$ cat src/rtl/aisys_bus_pkg.sv
// Shared read-bus widths, arbiter FSM state encoding and a small index helper.
// Imported by the read-bus arbiter and its round-robin grant sub-module.
package aisys_bus_pkg;

    localparam int ADDR_W = 28;
    localparam int ID_W   = 4;
    localparam int LEN_W  = 4;
    localparam int DATA_W = 32;

    typedef enum logic [1:0] {
        ST_IDLE = 2'd0,
        ST_ADDR = 2'd1,
        ST_DATA = 2'd2
    } arbState_e;

    // Increment an index modulo n (wraps n-1 back to 0).
    function automatic int wrapInc(input int idx, input int n);
        return ((idx + 1) >= n) ? 0 : (idx + 1);
    endfunction

endpackage

$ cat src/rtl/rr_arbiter.sv
// Combinational round-robin grant: searches the request vector starting at ptr
// and returns a one-hot grant, the winner's index and a valid flag.
module rr_arbiter #(
    parameter int N_REQ = 4,
    parameter int PTR_W = 2
) (
    input  logic [N_REQ-1:0] req,
    input  logic [PTR_W-1:0] ptr,
    output logic [N_REQ-1:0] gnt,
    output logic [PTR_W-1:0] gntIdx,
    output logic             valid
);

    int   idx_s;
    logic found_s;

    // First requester at or after ptr (wrapping) wins.
    always_comb begin
        gnt     = '0;
        gntIdx  = '0;
        valid   = 1'b0;
        idx_s   = 0;
        found_s = 1'b0;
        for (int i = 0; i < N_REQ; i++) begin
            idx_s        = int'(ptr) + i;
            idx_s        = (idx_s >= N_REQ) ? (idx_s - N_REQ) : idx_s;
            found_s      = !valid && req[idx_s];
            gnt[idx_s]   = gnt[idx_s] | found_s;
            gntIdx       = found_s ? PTR_W'(idx_s) : gntIdx;
            valid        = valid | found_s;
        end
    end

endmodule

$ cat src/rtl/rd_bus_arbiter.sv
// Read-bus arbiter: round-robin grants N_REQ requesters onto one read bus,
// one outstanding burst at a time, with an inter-beat watchdog and stray-beat flag.
module rd_bus_arbiter
    import aisys_bus_pkg::*;
#(
    parameter int N_REQ   = 4,
    parameter int TIMEOUT = 1024
) (
    input  logic                          clk,
    input  logic                          rst_n,
    input  logic [N_REQ-1:0]              ReqArb_arvalid,
    input  logic [N_REQ-1:0][ADDR_W-1:0]  ReqArb_araddr,
    input  logic [N_REQ-1:0][LEN_W-1:0]   ReqArb_arlen,
    input  logic [N_REQ-1:0][ID_W-1:0]    ReqArb_aruserid,
    input  logic [N_REQ-1:0]              ReqArb_aruserap,
    output logic [N_REQ-1:0]              ArbReq_arready,
    output logic [N_REQ-1:0]              ArbReq_rvalid,
    output logic [DATA_W-1:0]             ArbReq_rdata,
    output logic [ID_W-1:0]               ArbReq_rid,
    output logic                          ArbReq_rlast,
    output logic                          ArbBus_arvalid,
    output logic [ADDR_W-1:0]             ArbBus_araddr,
    output logic [LEN_W-1:0]              ArbBus_arlen,
    output logic [ID_W-1:0]               ArbBus_aruserid,
    output logic                          ArbBus_aruserap,
    input  logic                          BusArb_arready,
    input  logic                          BusArb_rvalid,
    input  logic                          BusArb_rlast,
    input  logic [ID_W-1:0]               BusArb_rid,
    input  logic [DATA_W-1:0]             BusArb_rdata,
    output logic                          ArbErr_timeout,
    output logic                          ArbErr_stray
);

    localparam int PTR_W = (N_REQ > 1) ? $clog2(N_REQ) : 1;

    arbState_e          state_r, stateNext_s;
    logic [PTR_W-1:0]   ptr_r, ptrNext_s, gIdx_r, winIdx_s;
    logic [N_REQ-1:0]   winGnt_s, gntVec_r;
    logic               winValid_s, loadCap_s;
    logic [ADDR_W-1:0]  addr_r;
    logic [LEN_W-1:0]   len_r;
    logic [ID_W-1:0]    id_r;
    logic               ap_r;
    logic [15:0]        wdog_r;
    logic               stray_r;
    logic               matched_s, timeout_s;

    rr_arbiter #(
        .N_REQ (N_REQ),
        .PTR_W (PTR_W)
    ) u_rr (
        .req    (ReqArb_arvalid),
        .ptr    (ptr_r),
        .gnt    (winGnt_s),
        .gntIdx (winIdx_s),
        .valid  (winValid_s)
    );

    assign matched_s = (state_r == ST_DATA) && BusArb_rvalid && (BusArb_rid == id_r);
    // Watchdog holds the idle count of completed DATA cycles; this cycle would reach TIMEOUT.
    assign timeout_s = (state_r == ST_DATA) && !matched_s && (wdog_r == 16'(TIMEOUT - 1));

    // Next-state, pointer advance and payload-capture decode.
    always_comb begin
        stateNext_s = state_r;
        ptrNext_s   = ptr_r;
        loadCap_s   = 1'b0;
        case (state_r)
            ST_IDLE: begin
                if (winValid_s) begin
                    stateNext_s = ST_ADDR;
                    loadCap_s   = 1'b1;
                end else begin
                    stateNext_s = ST_IDLE;
                end
            end
            ST_ADDR: begin
                if (BusArb_arready) begin
                    stateNext_s = ST_DATA;
                end else begin
                    stateNext_s = ST_ADDR;
                end
            end
            ST_DATA: begin
                if ((matched_s && BusArb_rlast) || timeout_s) begin
                    stateNext_s = ST_IDLE;
                    ptrNext_s   = PTR_W'(wrapInc(int'(gIdx_r), N_REQ));
                end else begin
                    stateNext_s = ST_DATA;
                end
            end
            default: begin
                stateNext_s = ST_IDLE;
            end
        endcase
    end

    // State, pointer, captured payload, watchdog and stray flag registers.
    always_ff @(posedge clk or negedge rst_n) begin
        if (!rst_n) begin
            state_r  <= ST_IDLE;
            ptr_r    <= '0;
            gIdx_r   <= '0;
            gntVec_r <= '0;
            addr_r   <= '0;
            len_r    <= '0;
            id_r     <= '0;
            ap_r     <= 1'b0;
            wdog_r   <= 16'd0;
            stray_r  <= 1'b0;
        end else begin
            state_r <= stateNext_s;
            ptr_r   <= ptrNext_s;
            if (loadCap_s) begin
                gIdx_r   <= winIdx_s;
                gntVec_r <= winGnt_s;
                addr_r   <= ReqArb_araddr[winIdx_s];
                len_r    <= ReqArb_arlen[winIdx_s];
                id_r     <= ReqArb_aruserid[winIdx_s];
                ap_r     <= ReqArb_aruserap[winIdx_s];
            end
            // Zero outside DATA so entry always starts from a cleared count.
            if ((state_r == ST_DATA) && !matched_s) begin
                wdog_r <= wdog_r + 16'd1;
            end else begin
                wdog_r <= 16'd0;
            end
            stray_r <= BusArb_rvalid && !matched_s;
        end
    end

    assign ArbBus_arvalid  = (state_r == ST_ADDR);
    assign ArbBus_araddr   = addr_r;
    assign ArbBus_arlen    = len_r;
    assign ArbBus_aruserid = id_r;
    assign ArbBus_aruserap = ap_r;

    assign ArbReq_arready  = ((state_r == ST_ADDR) && BusArb_arready) ? gntVec_r : '0;
    assign ArbReq_rvalid   = matched_s ? gntVec_r : '0;
    assign ArbReq_rdata    = BusArb_rdata;
    assign ArbReq_rid      = BusArb_rid;
    assign ArbReq_rlast    = BusArb_rlast;

    assign ArbErr_timeout  = timeout_s;
    assign ArbErr_stray    = stray_r;

endmodule

$ cat config.mk
export PLATFORM = sky130hd
export DESIGN_NAME = rd_bus_arbiter
export DESIGN_NICKNAME = d
export VERILOG_FILES = /design/src/rtl/aisys_bus_pkg.sv /design/src/rtl/rr_arbiter.sv /design/src/rtl/rd_bus_arbiter.sv
export SDC_FILE = /design/constraint.sdc
export NUM_CORES = 1
export LEC_CHECK = 0
export BUFFER_PORTS_ARGS = -buffer_cell sky130_fd_sc_hd__buf_2
export CAP_MARGIN = 20
export CORE_ASPECT_RATIO = 0.8
export CORE_MARGIN = 4
export CORE_UTILIZATION = 39
export CTS_BUF_LIST = sky130_fd_sc_hd__clkbuf_8
export DETAILED_ROUTE_END_ITERATION = 8
export HOLD_SLACK_MARGIN = 0.03
export PLACE_DENSITY = 0.82
export SYNTH_ARGS = -nofsm -noshare
export SYNTH_HDL_FRONTEND = slang
export SYNTH_SLANG_ARGS = --single-unit
$ cat constraint.sdc
create_clock -name clk -period 3.55 [get_ports clk]
set_input_delay 0.355 -clock clk [delete_from_list [all_inputs] [get_ports clk]]
set_output_delay 0.355 -clock clk [all_outputs]
set_load 0.005 [all_outputs]
==> metrics.csv <==
stage,metric,value,unit
run_status,status,completed,
layout,final_cells,886,
die,die_area,14460,um^2
sta,fmax,0.3045,GHz
grt,grt.total_usage,0.2016,
synthesis,yosys.area_share.simple,0.2223,
pwr,powerDensity,762.8,nW/um^2
die,io_pins,278,
placed_design,hpwl,11.52,mm
grt,grt_max_degree,55,
synthesis,synth_cells,555,
clock_tree,clkLatencyLatePin,340,ps
synthesis,synth_edf_count,0,
drt,post-route-drc-count,0,
synthesis,yosys_warnings,0,
sta,setup_viol,0,
synthesis,synth-xor-area-share,0.03212,
setup_path,critical_path_class,reg2reg,
clock_tree,cts_inserted_buffers,9,
setup_path,critical_path_arrival,3490,ps
clock_tree,clockRootBuffer,clkbuf_8,
pwr,p_leak,0.002958,uW
synthesis,yosys.area.top_type_share,0.3263,
synthesis,synth-main-ff-cell,dfrtp_1,
pwr,total_power,4631,uW
synthesis,synthAdderAreaFrac,0.01529,
layout,final.fill_count,1204,
die,core,12250,um^2
sta,tns,0,ps
grt,grt_pass1_vias,4493,
synthesis,seq_area_frac_synth,0.3263,
pwr,vdd_drop_max,0.0003143,V
synthesis,muxShareOfSynthArea,0.04079,
synthesis,synth_top_family_by_area,compound AO/OA/AOI/OAI gates,
die,rows,36,
synthesis,synthDistinctLibCells,62,
sta,setup_slack,265.9,ps
synthesis,synth.avg_cell_area,8.844,um^2
sta,drv_slew,0,
die,initial_core_util,0.4006,
synthesis,synth_compound_area_frac,0.2462,
drt,drt_pass1_iterations,4,
layout,fin_nets,908,
drt,totalWireLength,15.77,mm
placed_design,place_ws,177.7,ps
sta,period_share,0.9251,
sta,hold_violations,0,
synthesis,ys_ff_latch,64,
placed_design,io_buffers,213,
synthesis,post-synth-top-count-cell,and3_1,
drt,final_antenna_net_count,0,
sta,rsz0062_at_grt,no,
grt,grt_first_pass_wirelength,23.28,mm
setup_path,cp-end-kind,register,
drt,via_per_inst,5.571,
sta,min_period,3284,ps
synthesis,synth.top_cells.by_count,"81 x and3_1, 77 x a211oi_1, 64 x dfrtp_1",
sta,tightest_slew,857.7,ps
synthesis,ys_top_cells_by_area,"dfrtp_1 33%, a211oi_1 12%, and3_1 10%",
layout,regArea,1602,um^2
layout,layout-drive-gt1-share,0.3782,
flow_run,cap_violations,0,
placed_design,place_congestion,0.8853,
setup_path,path_max_fanout,52,
clock_tree,clkSinkCount,64,
synthesis,syn_nets,754,
clock_tree,cts_tree,built,
placed_design,dp_cells,868,
setup_path,cp-start-kind,register,
synthesis,synth.largest_area_cell,dfrtp_1,
drt,routedWlPerCell,17.80,um
layout,multiInputGateArea,2765,um^2
die,dieHeight,108.3,um
layout,area_delta_synth_final,23.68,%
worst_hold_path,hold_class,in2async,
clock_tree,h-tree-depth,3,
clock_tree,cts_max_path_buffers,2,
sta,slew_headroom,0.4281,
synthesis,synth_area,4908,um^2
synthesis,synth-async-reset-ratio,1.000,
grt,overflow,0,
grt,antenna_found_initial,1,
die,die_w,133.4,um
setup_path,crit_required,3760,ps
clock_tree,clkTransAtPathRegs,80,ps
drt,num_vias,4936,
drt,drt_iter0_drc,439,
sta,finalClockSkew,11.29,ps
worst paths after layout:
| kind | startpoint | end | slack, ps | cells after the start |
|---|---|---|---|---|
| max in group asynchronous | rst_n | gIdx_r[0] | 2540 | 2 |
| hold / removal | rst_n | ArbBus_araddr[2] | 60 | 1 |
| setup reg to reg | ptr_r[0] | ArbBus_araddr[21] | 270 | 9 |
| hold reg to reg | ArbBus_araddr[1] | ArbBus_araddr[1] | 480 | 2 |
| min in group clk | BusArb_rvalid | ArbErr_stray | 260 | 3 |
| setup / recovery | ptr_r[0] | ArbBus_araddr[21] | 270 | 9 |
metrics by stage:
step | hold WS [ps] | cell area [um^2] | util
after floorplan | 59.41 | 4908 | -
after global placement | 456.3 | 5829 | 0.4758
after detailed placement | 460.7 | 5829 | 0.4758
after CTS | 71.72 | 6057 | 0.4944
after global routing | 97.05 | 6071 | 0.4955
final | 62.44 | 6071 | 0.4955
critical path: stages (launching register included):
cell and delay (ps):
dfrtp_1 510, clkinv_1 150, ha_1 350, mux4_2 460
o21ba_1 170, or3_4 460, buf_4 310, and3_1 220
a211oi_1 400, o31ai_1 110
layout by cell type, fill, tap and decap left out, drive strengths merged, types with 5 or more instances in the layout:
cell type,n
buf,231
and3,81
a211oi,77
dfrtp,64
nand2,49
o31ai,39
nor2,25
xor2,13
o21ai,12
nand3,10
clkbuf,10
inv,10
ha,6
nor2b,6
xnor2,5
nand2b,5
mux2i,5
mux2,5
kinds of logic (layout without fill, tap and decap cells):
kind of cell,after synthesis,in the layout
buffers and inverters,98,256
AOI/OAI and AO/OA,154,155
adders and majority gates,6,6
xor gates and xnor gates,18,18
muxes,14,14
DFF,64,64
and+or+nand+nor,201,201
other,0,1
registers in the layout, summed over array words and instances (netlist names):
signal and count:
gntVec_r 4, ArbErr_stray 1, ArbBus_arlen 4, ptr_r 2, wdog_r 16, ArbBus_aruserid 4, gIdx_r 2, ArbBus_araddr 28
ArbBus_aruserap 1, state_r 2
per-layer routing:
layer	up-vias	GRT usage	share of wire
met1	2325	0.2741	0.43
met4	0	0.05727	0.015
met2	236	0.3210	0.47
li1	2345	-	-
met5	-	0	0
met3	30	0.05023	0.087
power by group:
group,internal (uW),switching [uW]
Sequential,1010,172
Combinational,1130,1590
Clock,418,311
cell type report:
type,instances,area share
multi-input combinational,394,0.4555
timing repair buffer,231,0.2020
tap,171,0.03524
clock inverter,6,0.01484
clock buffer,10,0.02267
sequential,64,0.2638
antenna,1,0.0004122
inverter,9,0.005565
timing repair:
item                       in CTS  in global routing
setup endpoints to repair       0                  9
hold buffers                    0                  0
resized for setup               0                  1
setup buffers                   0                  0
No activity file was read; power rests on OpenSTA's default activity.
